<file path="config.mk">
export PLATFORM = sky130hd
export DESIGN_NAME = pixel_xform_ctrl_flat
export DESIGN_NICKNAME = d
export VERILOG_FILES = /design/src/rtl/pixel_xform_if.sv /design/src/rtl/pixel_xform_ctrl.sv /design/src/flat_wrapper.sv
export SDC_FILE = /design/constraint.sdc
export NUM_CORES = 1
export LEC_CHECK = 0
export CAP_MARGIN = 10
export CORE_ASPECT_RATIO = 2
export CORE_MARGIN = 2
export CORE_UTILIZATION = 35
export CTS_BUF_LIST = sky130_fd_sc_hd__clkbuf_8
export CTS_CLUSTER_SIZE = 14
export DETAILED_ROUTE_END_ITERATION = 7
export GPL_TIMING_DRIVEN = 0
export HOLD_SLACK_MARGIN = 0.08
export PLACE_DENSITY_LB_ADDON = 0.08
export SKIP_LAST_GASP = 1
export SYNTH_ARGS = -nofsm -noshare
export SYNTH_HDL_FRONTEND = slang
export SYNTH_SLANG_ARGS = --single-unit
</file>
<file path="constraint.sdc">
create_clock -name clk -period 7.24 [get_ports clk]
set_input_delay 2.172 -clock clk [delete_from_list [all_inputs] [get_ports clk]]
set_output_delay 2.172 -clock clk [all_outputs]
set_load 0.02 [all_outputs]
</file>
<file path="src/rtl/pixel_xform_if.sv">
// Register-port and memory-port Avalon-MM signals of the pixel transform sequencer.
// The slave modport is the sequencer's own view; the master modport is the CPU/memory side.
interface pixel_xform_if #(
  parameter int ADDR_W = 32
);
  logic [2:0]        slave_address;
  logic              slave_read;
  logic              slave_write;
  logic [31:0]       slave_writedata;
  logic [31:0]       slave_readdata;
  logic [ADDR_W-1:0] master_address;
  logic              master_read;
  logic              master_write;
  logic [31:0]       master_writedata;
  logic [31:0]       master_readdata;
  logic              master_readdatavalid;
  logic              master_waitrequest;

  modport slave (
    input  slave_address, slave_read, slave_write, slave_writedata,
    output slave_readdata,
    output master_address, master_read, master_write, master_writedata,
    input  master_readdata, master_readdatavalid, master_waitrequest
  );

  modport master (
    output slave_address, slave_read, slave_write, slave_writedata,
    input  slave_readdata,
    input  master_address, master_read, master_write, master_writedata,
    output master_readdata, master_readdatavalid, master_waitrequest
  );
endinterface

</file>
<file path="src/rtl/pixel_xform_ctrl.sv">
// Copies COUNT 32-bit pixels from SRC to DST, one read then one write per pixel,
// applying a per-byte transform selected by OP between the read and the write.
module pixel_xform_ctrl #(
  parameter int ADDR_W = 32,
  parameter int CNT_W  = 16
) (
  input  logic         clk,
  input  logic         rst,
  pixel_xform_if.slave bus,
  output logic         busy
);

  typedef enum logic [2:0] {IDLE, RD_REQ, RD_WAIT, WR_REQ, NEXT} state_e;

  state_e            state_q, state_d;
  logic [ADDR_W-1:0] src_q, src_d, dst_q, dst_d;
  logic [ADDR_W-1:0] src_ptr_q, src_ptr_d, dst_ptr_q, dst_ptr_d;
  logic [CNT_W-1:0]  count_q, count_d, rem_q, rem_d;
  logic [1:0]        mode_q, mode_d, wmode_q, wmode_d;
  logic [7:0]        k_q, k_d, wk_q, wk_d;
  logic [31:0]       pix_q, pix_d, rdata_q, rdata_d;
  logic              busy_q, busy_d, done_q, done_d;
  logic              cfg_we, start;

  function automatic logic [7:0] sat_add8(input logic [7:0] a, input logic [7:0] b);
    logic [8:0] s;
    s = {1'b0, a} + {1'b0, b};
    return s[8] ? 8'hFF : s[7:0];
  endfunction

  function automatic logic [31:0] xform(input logic [31:0] w, input logic [1:0] mode,
                                        input logic [7:0] k);
    logic [31:0] r;
    logic [7:0]  b;
    r = '0;
    for (int i = 0; i < 4; i++) begin
      b = w[8*i +: 8];
      case (mode)
        2'd0:    r[8*i +: 8] = b;
        2'd1:    r[8*i +: 8] = ~b;
        2'd2:    r[8*i +: 8] = sat_add8(b, k);
        default: r[8*i +: 8] = b >> 1;
      endcase
    end
    return r;
  endfunction

  // Configuration is frozen while a job runs; a CTRL write only starts from IDLE.
  assign cfg_we = bus.slave_write && !busy_q;
  assign start  = bus.slave_write && (bus.slave_address == 3'd0) && (state_q == IDLE);

  assign busy               = busy_q;
  assign bus.slave_readdata = rdata_q;

  always_ff @(posedge clk) begin
    if (rst) begin
      state_q   <= IDLE;
      src_q     <= '0;
      dst_q     <= '0;
      src_ptr_q <= '0;
      dst_ptr_q <= '0;
      count_q   <= '0;
      rem_q     <= '0;
      mode_q    <= '0;
      wmode_q   <= '0;
      k_q       <= '0;
      wk_q      <= '0;
      pix_q     <= '0;
      rdata_q   <= '0;
      busy_q    <= 1'b0;
      done_q    <= 1'b0;
    end else begin
      state_q   <= state_d;
      src_q     <= src_d;
      dst_q     <= dst_d;
      src_ptr_q <= src_ptr_d;
      dst_ptr_q <= dst_ptr_d;
      count_q   <= count_d;
      rem_q     <= rem_d;
      mode_q    <= mode_d;
      wmode_q   <= wmode_d;
      k_q       <= k_d;
      wk_q      <= wk_d;
      pix_q     <= pix_d;
      rdata_q   <= rdata_d;
      busy_q    <= busy_d;
      done_q    <= done_d;
    end
  end

  always_comb begin
    state_d   = state_q;
    src_d     = src_q;
    dst_d     = dst_q;
    src_ptr_d = src_ptr_q;
    dst_ptr_d = dst_ptr_q;
    count_d   = count_q;
    rem_d     = rem_q;
    mode_d    = mode_q;
    wmode_d   = wmode_q;
    k_d       = k_q;
    wk_d      = wk_q;
    pix_d     = pix_q;
    rdata_d   = rdata_q;
    busy_d    = busy_q;
    done_d    = done_q;

    bus.master_read      = 1'b0;
    bus.master_write     = 1'b0;
    bus.master_address   = '0;
    bus.master_writedata = '0;

    if (cfg_we) begin
      case (bus.slave_address)
        3'd1: src_d   = ADDR_W'(bus.slave_writedata);
        3'd2: dst_d   = ADDR_W'(bus.slave_writedata);
        3'd3: count_d = CNT_W'(bus.slave_writedata);
        3'd4: begin
          mode_d = bus.slave_writedata[1:0];
          k_d    = bus.slave_writedata[15:8];
        end
        default: ;
      endcase
    end

    if (bus.slave_read) begin
      case (bus.slave_address)
        3'd0:    rdata_d = {30'b0, done_q, busy_q};
        3'd1:    rdata_d = 32'(src_q);
        3'd2:    rdata_d = 32'(dst_q);
        3'd3:    rdata_d = 32'(count_q);
        3'd4:    rdata_d = {16'b0, k_q, 6'b0, mode_q};
        default: rdata_d = '0;
      endcase
    end

    case (state_q)
      IDLE: begin
        if (start) begin
          src_ptr_d = src_q;
          dst_ptr_d = dst_q;
          rem_d     = count_q;
          wmode_d   = mode_q;
          wk_d      = k_q;
          done_d    = 1'b0;
          if (count_q == '0) begin
            done_d = 1'b1;
          end else begin
            busy_d  = 1'b1;
            state_d = RD_REQ;
          end
        end
      end
      RD_REQ: begin
        bus.master_read    = 1'b1;
        bus.master_address = src_ptr_q;
        if (!bus.master_waitrequest) begin
          // Zero-latency memories return data in the accepting cycle.
          if (bus.master_readdatavalid) begin
            pix_d   = bus.master_readdata;
            state_d = WR_REQ;
          end else begin
            state_d = RD_WAIT;
          end
        end
      end
      RD_WAIT: begin
        if (bus.master_readdatavalid) begin
          pix_d   = bus.master_readdata;
          state_d = WR_REQ;
        end
      end
      WR_REQ: begin
        bus.master_write     = 1'b1;
        bus.master_address   = dst_ptr_q;
        bus.master_writedata = xform(pix_q, wmode_q, wk_q);
        if (!bus.master_waitrequest) state_d = NEXT;
      end
      NEXT: begin
        src_ptr_d = src_ptr_q + ADDR_W'(4);
        dst_ptr_d = dst_ptr_q + ADDR_W'(4);
        rem_d     = rem_q - CNT_W'(1);
        if (rem_q == CNT_W'(1)) begin
          busy_d  = 1'b0;
          done_d  = 1'b1;
          state_d = IDLE;
        end else begin
          state_d = RD_REQ;
        end
      end
      default: state_d = IDLE;
    endcase
  end

endmodule

</file>
<file path="src/flat_wrapper.sv">
// flat-port wrapper written by rule: the top's interface ports become plain ports
module pixel_xform_ctrl_flat 
#(
  parameter int ADDR_W = 32,
  parameter int CNT_W  = 16
)
  (clk, rst, busy, bus_slave_address, bus_slave_read, bus_slave_write, bus_slave_writedata, bus_slave_readdata, bus_master_address, bus_master_read, bus_master_write, bus_master_writedata, bus_master_readdata, bus_master_readdatavalid, bus_master_waitrequest);
  pixel_xform_if #(.ADDR_W(ADDR_W)) bus_i ();
  input  logic clk;
  input  logic rst;
  output logic busy;
  input wire logic [$bits(bus_i.slave_address)-1:0] bus_slave_address;
  input wire logic [$bits(bus_i.slave_read)-1:0] bus_slave_read;
  input wire logic [$bits(bus_i.slave_write)-1:0] bus_slave_write;
  input wire logic [$bits(bus_i.slave_writedata)-1:0] bus_slave_writedata;
  output wire logic [$bits(bus_i.slave_readdata)-1:0] bus_slave_readdata;
  output wire logic [$bits(bus_i.master_address)-1:0] bus_master_address;
  output wire logic [$bits(bus_i.master_read)-1:0] bus_master_read;
  output wire logic [$bits(bus_i.master_write)-1:0] bus_master_write;
  output wire logic [$bits(bus_i.master_writedata)-1:0] bus_master_writedata;
  input wire logic [$bits(bus_i.master_readdata)-1:0] bus_master_readdata;
  input wire logic [$bits(bus_i.master_readdatavalid)-1:0] bus_master_readdatavalid;
  input wire logic [$bits(bus_i.master_waitrequest)-1:0] bus_master_waitrequest;
  assign bus_i.slave_address = bus_slave_address;
  assign bus_i.slave_read = bus_slave_read;
  assign bus_i.slave_write = bus_slave_write;
  assign bus_i.slave_writedata = bus_slave_writedata;
  assign bus_slave_readdata = bus_i.slave_readdata;
  assign bus_master_address = bus_i.master_address;
  assign bus_master_read = bus_i.master_read;
  assign bus_master_write = bus_i.master_write;
  assign bus_master_writedata = bus_i.master_writedata;
  assign bus_i.master_readdata = bus_master_readdata;
  assign bus_i.master_readdatavalid = bus_master_readdatavalid;
  assign bus_i.master_waitrequest = bus_master_waitrequest;
  pixel_xform_ctrl #(.ADDR_W(ADDR_W), .CNT_W(CNT_W)) u_core (.clk(clk), .rst(rst), .bus(bus_i), .busy(busy));
endmodule
</file>
### After elaboration in Yosys (flattened, before gate mapping)

Index checks and enable logic that the tools add are counted.

* bitwise logic cells: 4
* eq/ne operators: 17
* reductions and logical operators: 20
* add/subtract/negate cells: 7
* mux-type cells: 38

Operators with widths (count)
* one-hot mux 32 bit (2 select lines): 4
* two-way mux 32 bit: 5
* one-hot mux 32 bit (5 select lines): 1
* one-hot mux 8 bit (3 select lines): 4
* adder 32 x 3 -> 32 bit, second input constant: 2
* adder 8 x 8 -> 9 bit: 4
* two-way mux 8 bit: 4
* NOT 8 bit: 4
* one-hot mux 16 bit (2 select lines): 1
* == test 16 x 1 -> 1 bit, second input constant: 1
* logical NOT 16 bit: 1
* two-way mux 16 bit: 1
* subtractor 16 x 1 -> 16 bit, second input constant: 1
* two-way mux 3 bit: 5
* one-hot mux 3 bit (5 select lines): 1
* AND reduction 2 bit: 7
* == test 3 x 2 -> 1 bit, second input constant: 4
* two-way mux 1 bit: 10
* != test 2 bit, second input constant: 4
* == test 3 x 1 -> 1 bit, second input constant: 2
* == test 3 bit, second input constant: 2
* logical NOT 3 bit: 2
* AND reduction 5 bit: 1
* != test 2 x 1 -> 1 bit, second input constant: 2
* other kinds (9): 13

* bits of input ports: 73
* output and inout bits: 99
* word-level logic and storage cells: 101
* flip-flop bits (word level): 249

### Depth between registers and ports, before layout

* depth in word-level cells: 5
* mapped depth: 9
* depth with buffers taken out: 7

### Worst setup path before layout

No wires, ideal clock.

* kind: register to output
* from: register u_core.state_q[1]
* to: output bus_master_writedata[31]
* cell stages (with the launch flop): 8
* data arrival time: 2.089 ns
* path slack: 2.979 ns
* path through: dfxtp_1 > buf_1 > nand3_1 > inv_1 > clkbuf_1 > buf_1 > o21ai_0 > a21oi_1

* cells in the longest elaborated chain, start to end: 2

Ends and longest elaborated chain
* from (decl): line pixel_xform_ctrl.sv:15 `state_e state_q, state_d;`
* from (signal assigned): line pixel_xform_ctrl.sv:73 `state_q <= state_d;`
* == test 3 x 2 -> 1 bit: line pixel_xform_ctrl.sv:137 `case (state_q)`
* two-way mux 32 bit: line pixel_xform_ctrl.sv:137
* to (decl): line flat_wrapper.sv:20 `output wire logic [$bits(bus_i.master_writedata)-1:0] bus_master_writedata;`

No other way between the ends.

### Worst setup path in the final report

* from: register u_core.state_q[1]
* to: output bus_master_writedata[7]

The elaborated chain is that of the path after synthesis.

==> impl_metrics.csv <==
group,metric,value,unit
die,die_w,143,µm
synthesis,synth-edff-count,0,
timing,post-route-period-util,85.7,%
setup_path,cp-start-kind,"register",
detailed_routing,final_antenna_net_count,0,
cts,postCtsSetupBuffers,0,
die,dieArea,0.0404,mm²
synthesis,yosysMostFrequentCell,"nand2_1",
global_route,grt_pass1_wl,81.3,mm
detailed_routing,vias,13800,
synthesis,avgSynthCellArea,7.84,µm²
synthesis,synth_cell_type_count,70,
placed_design,dp.cells,2418,
global_route,grt_pass1_vias,13000,
cts,ctsHoldBuffers,0,
synthesis,synthTopCellsByCount,"nand2_1, dfxtp_1, a21oi_1",
power,vdd_ir_drop_max,0.133,mV
die,num_rows,102,
cts,clock-sinks,249,
detailed_routing,drt_iter0_markers,1250,
hold_path,hold_path.class,"reg2reg",
timing,skew,0.0416,ns
die,initial_core_util,35.3,%
global_route,grt_max_degree,13,
detailed_routing,wl_per_cell,21.9,µm
synthesis,synth_fp_nets,1842,
synthesis,synthCells,1729,
global_route,antenna_found_initial,1,
placed_design,gp_congestion,0.980,
timing,max_freq,0.161,GHz
cells_and_area,multiInputGateArea,0.00793,mm²
synthesis,synth_seq_area_share,36.8,%
cells_and_area,fillers,3991,
setup_path,cp_max_fo,10,
detailed_routing,drc,0,
cells_and_area,drive_gt1_share,6.39,%
power,power.density,177,mW/mm²
setup_path,crit_type,"reg2out",
timing,slew_headroom,19.3,%
timing,drv_slew,0,
detailed_routing,wirelength,54.6,mm
synthesis,synth_area,0.0136,mm²
cts,cts_buffers,42,
detailed_routing,vias_per_cell,5.55,
outcome,status,"completed",
detailed_routing,dr.pass1.iters,5,
cts,cts.path.max_buffers,3,
power,finalPower,2.97,mW
cells_and_area,area_growth,23.7,%
cts,cts-root-buf,"clkbuf_8",
synthesis,synth.top_cell.area_share,36.8,%
setup_path,required,5.07,ns
cts,insertion_delay,0.61,ns
timing,min_period,6.21,ns
timing,tns,0,ns
die,die_h,282,µm
synthesis,ys.flop_type,"dfxtp_1",
timing,holdWs,0.458,ns
cts,path_clk_slew,0.07,ns
power,p_leak,6.16,nW
cells_and_area,finalNonFillerCells,2493,
timing,setup_violations,0,
cts,cts_tree,"done",
cells_and_area,seq_area,0.00498,mm²
run,cap_viol_max_count,0,
synthesis,ys_top_cells_by_area,"dfxtp_1, a21oi_1, nand2_1",
synthesis,ys_warn_count,0,
placed_design,numPortBuffers,169,
cts,cts-htree-levels,2,
setup_path,end_kind,"primary output",
synthesis,synth_largest_area_cell,"dfxtp_1",
cells_and_area,final_core_util,43.7,%
timing,rsz0062_at_grt,"false",
setup_path,critPathArrivalTime,4.04,ns
global_route,grt_usage,26.7,%
synthesis,async_flop_share,0,%
timing,worstMarginPinSlew,1.21,ns
placed_design,place_hpwl,40.7,mm
die,ioPinCount,172,
synthesis,ys_ff_latch,249,
die,core,0.0384,mm²
global_route,grt_overflow_total,0,
cts,cts_resized,0,
timing,hold_viol,0,
cells_and_area,nets,2055,
-- cell type report --
class / instances / area share (%)
multi-input cells: 1318 / 47.3
flip-flops and latches: 249 / 29.7
repair buffers: 169 / 10.1
clock buffers: 53 / 4.35
well taps: 520 / 3.88
plain buffers: 129 / 3.11
clock inverters: 21 / 0.828
inverters: 33 / 0.739
diodes: 1 / 0.0149
-- flip-flops by register name, indices dropped and copies added (netlist names), 2 cells and up --
register	count
u_core.dst_ptr_q	32
u_core.src_ptr_q	32
u_core.mode_q	2
u_core.bus.slave_readdata	32
u_core.src_q	32
u_core.count_q	16
u_core.dst_q	32
u_core.pix_q	32
u_core.wk_q	8
u_core.wmode_q	2
u_core.state_q	3
u_core.k_q	8
u_core.rem_q	16
-- logic make-up after synthesis --
logic type,count (synthesis),share of synthesized area (%)
AND/OR/NAND/NOR,639,22.7
flip-flops,249,36.8
multiplexers,51,3.90
adder cells (fa/ha/maj),40,3.91
XOR/XNOR,53,3.42
buffers and inverters,162,4.76
AO/OA/AOI/OAI,535,24.6
-- critical path, stage by stage, from the launching register on --
cell	delay, ns
dfxtp_1	0.39
buf_1	0.39
nand3_1	0.24
inv_1	0.14
clkbuf_1	0.63
buf_1	0.51
nand2_1	0.19
o22ai_1	0.26
clkdlybuf4s50_1	0.67
-- where the power goes --
group          switching, mW  internal [mW]
clock network          0.647          0.701
registers             0.0223           1.39
logic                  0.133         0.0772
total                  0.802           2.17
-- metrics by stage --
step | instance area (µm²) | setup WS, ns
2_1_floorplan | 13600 | 2.98
3_3_place_gp | 15900 | 1.59
3_5_place_dp | 15900 | 1.63
4_1_cts | 16800 | 0.968
5_1_grt | 16800 | 0.880
6_report | 16800 | 1.03
-- per-layer routing --
layer  share of wire [%]  global-route usage (%)  wire length [µm]
met1                  44                    36.3             24100
met2                  46                    42.1             25000
met3                 5.7                    3.50              3100
met4                 4.4                    11.4              2410
met5                   0                       0                 0
-- worst paths after layout --
check                       from                      end  slack, ns  cells past startpoint
min          u_core.dst_ptr_q[0]      u_core.dst_ptr_q[0]       0.46                      2
max            u_core.state_q[1]  bus_master_writedata[7]       1.03                      8
max reg2reg    u_core.state_q[2]     u_core.src_ptr_q[26]       4.34                      7
min reg2reg  u_core.dst_ptr_q[0]      u_core.dst_ptr_q[0]       0.46                      2
-- cells in the final DEF, fill, tap and decap left out, types with 9 or more instances in the layout --
cell / n
inv_1: 43
ha_1: 36
nand2b_1: 11
or4_1: 13
and4_1: 9
a21oi_1: 243
nor4_1: 21
clkbuf_8: 53
clkbuf_1: 94
nand3b_1: 12
nor2b_1: 29
nor3b_1: 9
xnor2_1: 9
o21ai_0: 70
nand2_1: 280
dfxtp_1: 249
a211oi_1: 14
mux2_2: 15
xor2_1: 44
mux2i_1: 36
o211ai_1: 26
and3_1: 14
buf_1: 10
a31oi_1: 45
nor2_1: 116
nand4_1: 15
clkdlybuf4s50_1: 169
nand3_1: 48
nor3_1: 25
buf_2: 22
a22o_1: 67
or3_1: 12
(Power assumes the default switching activity.)
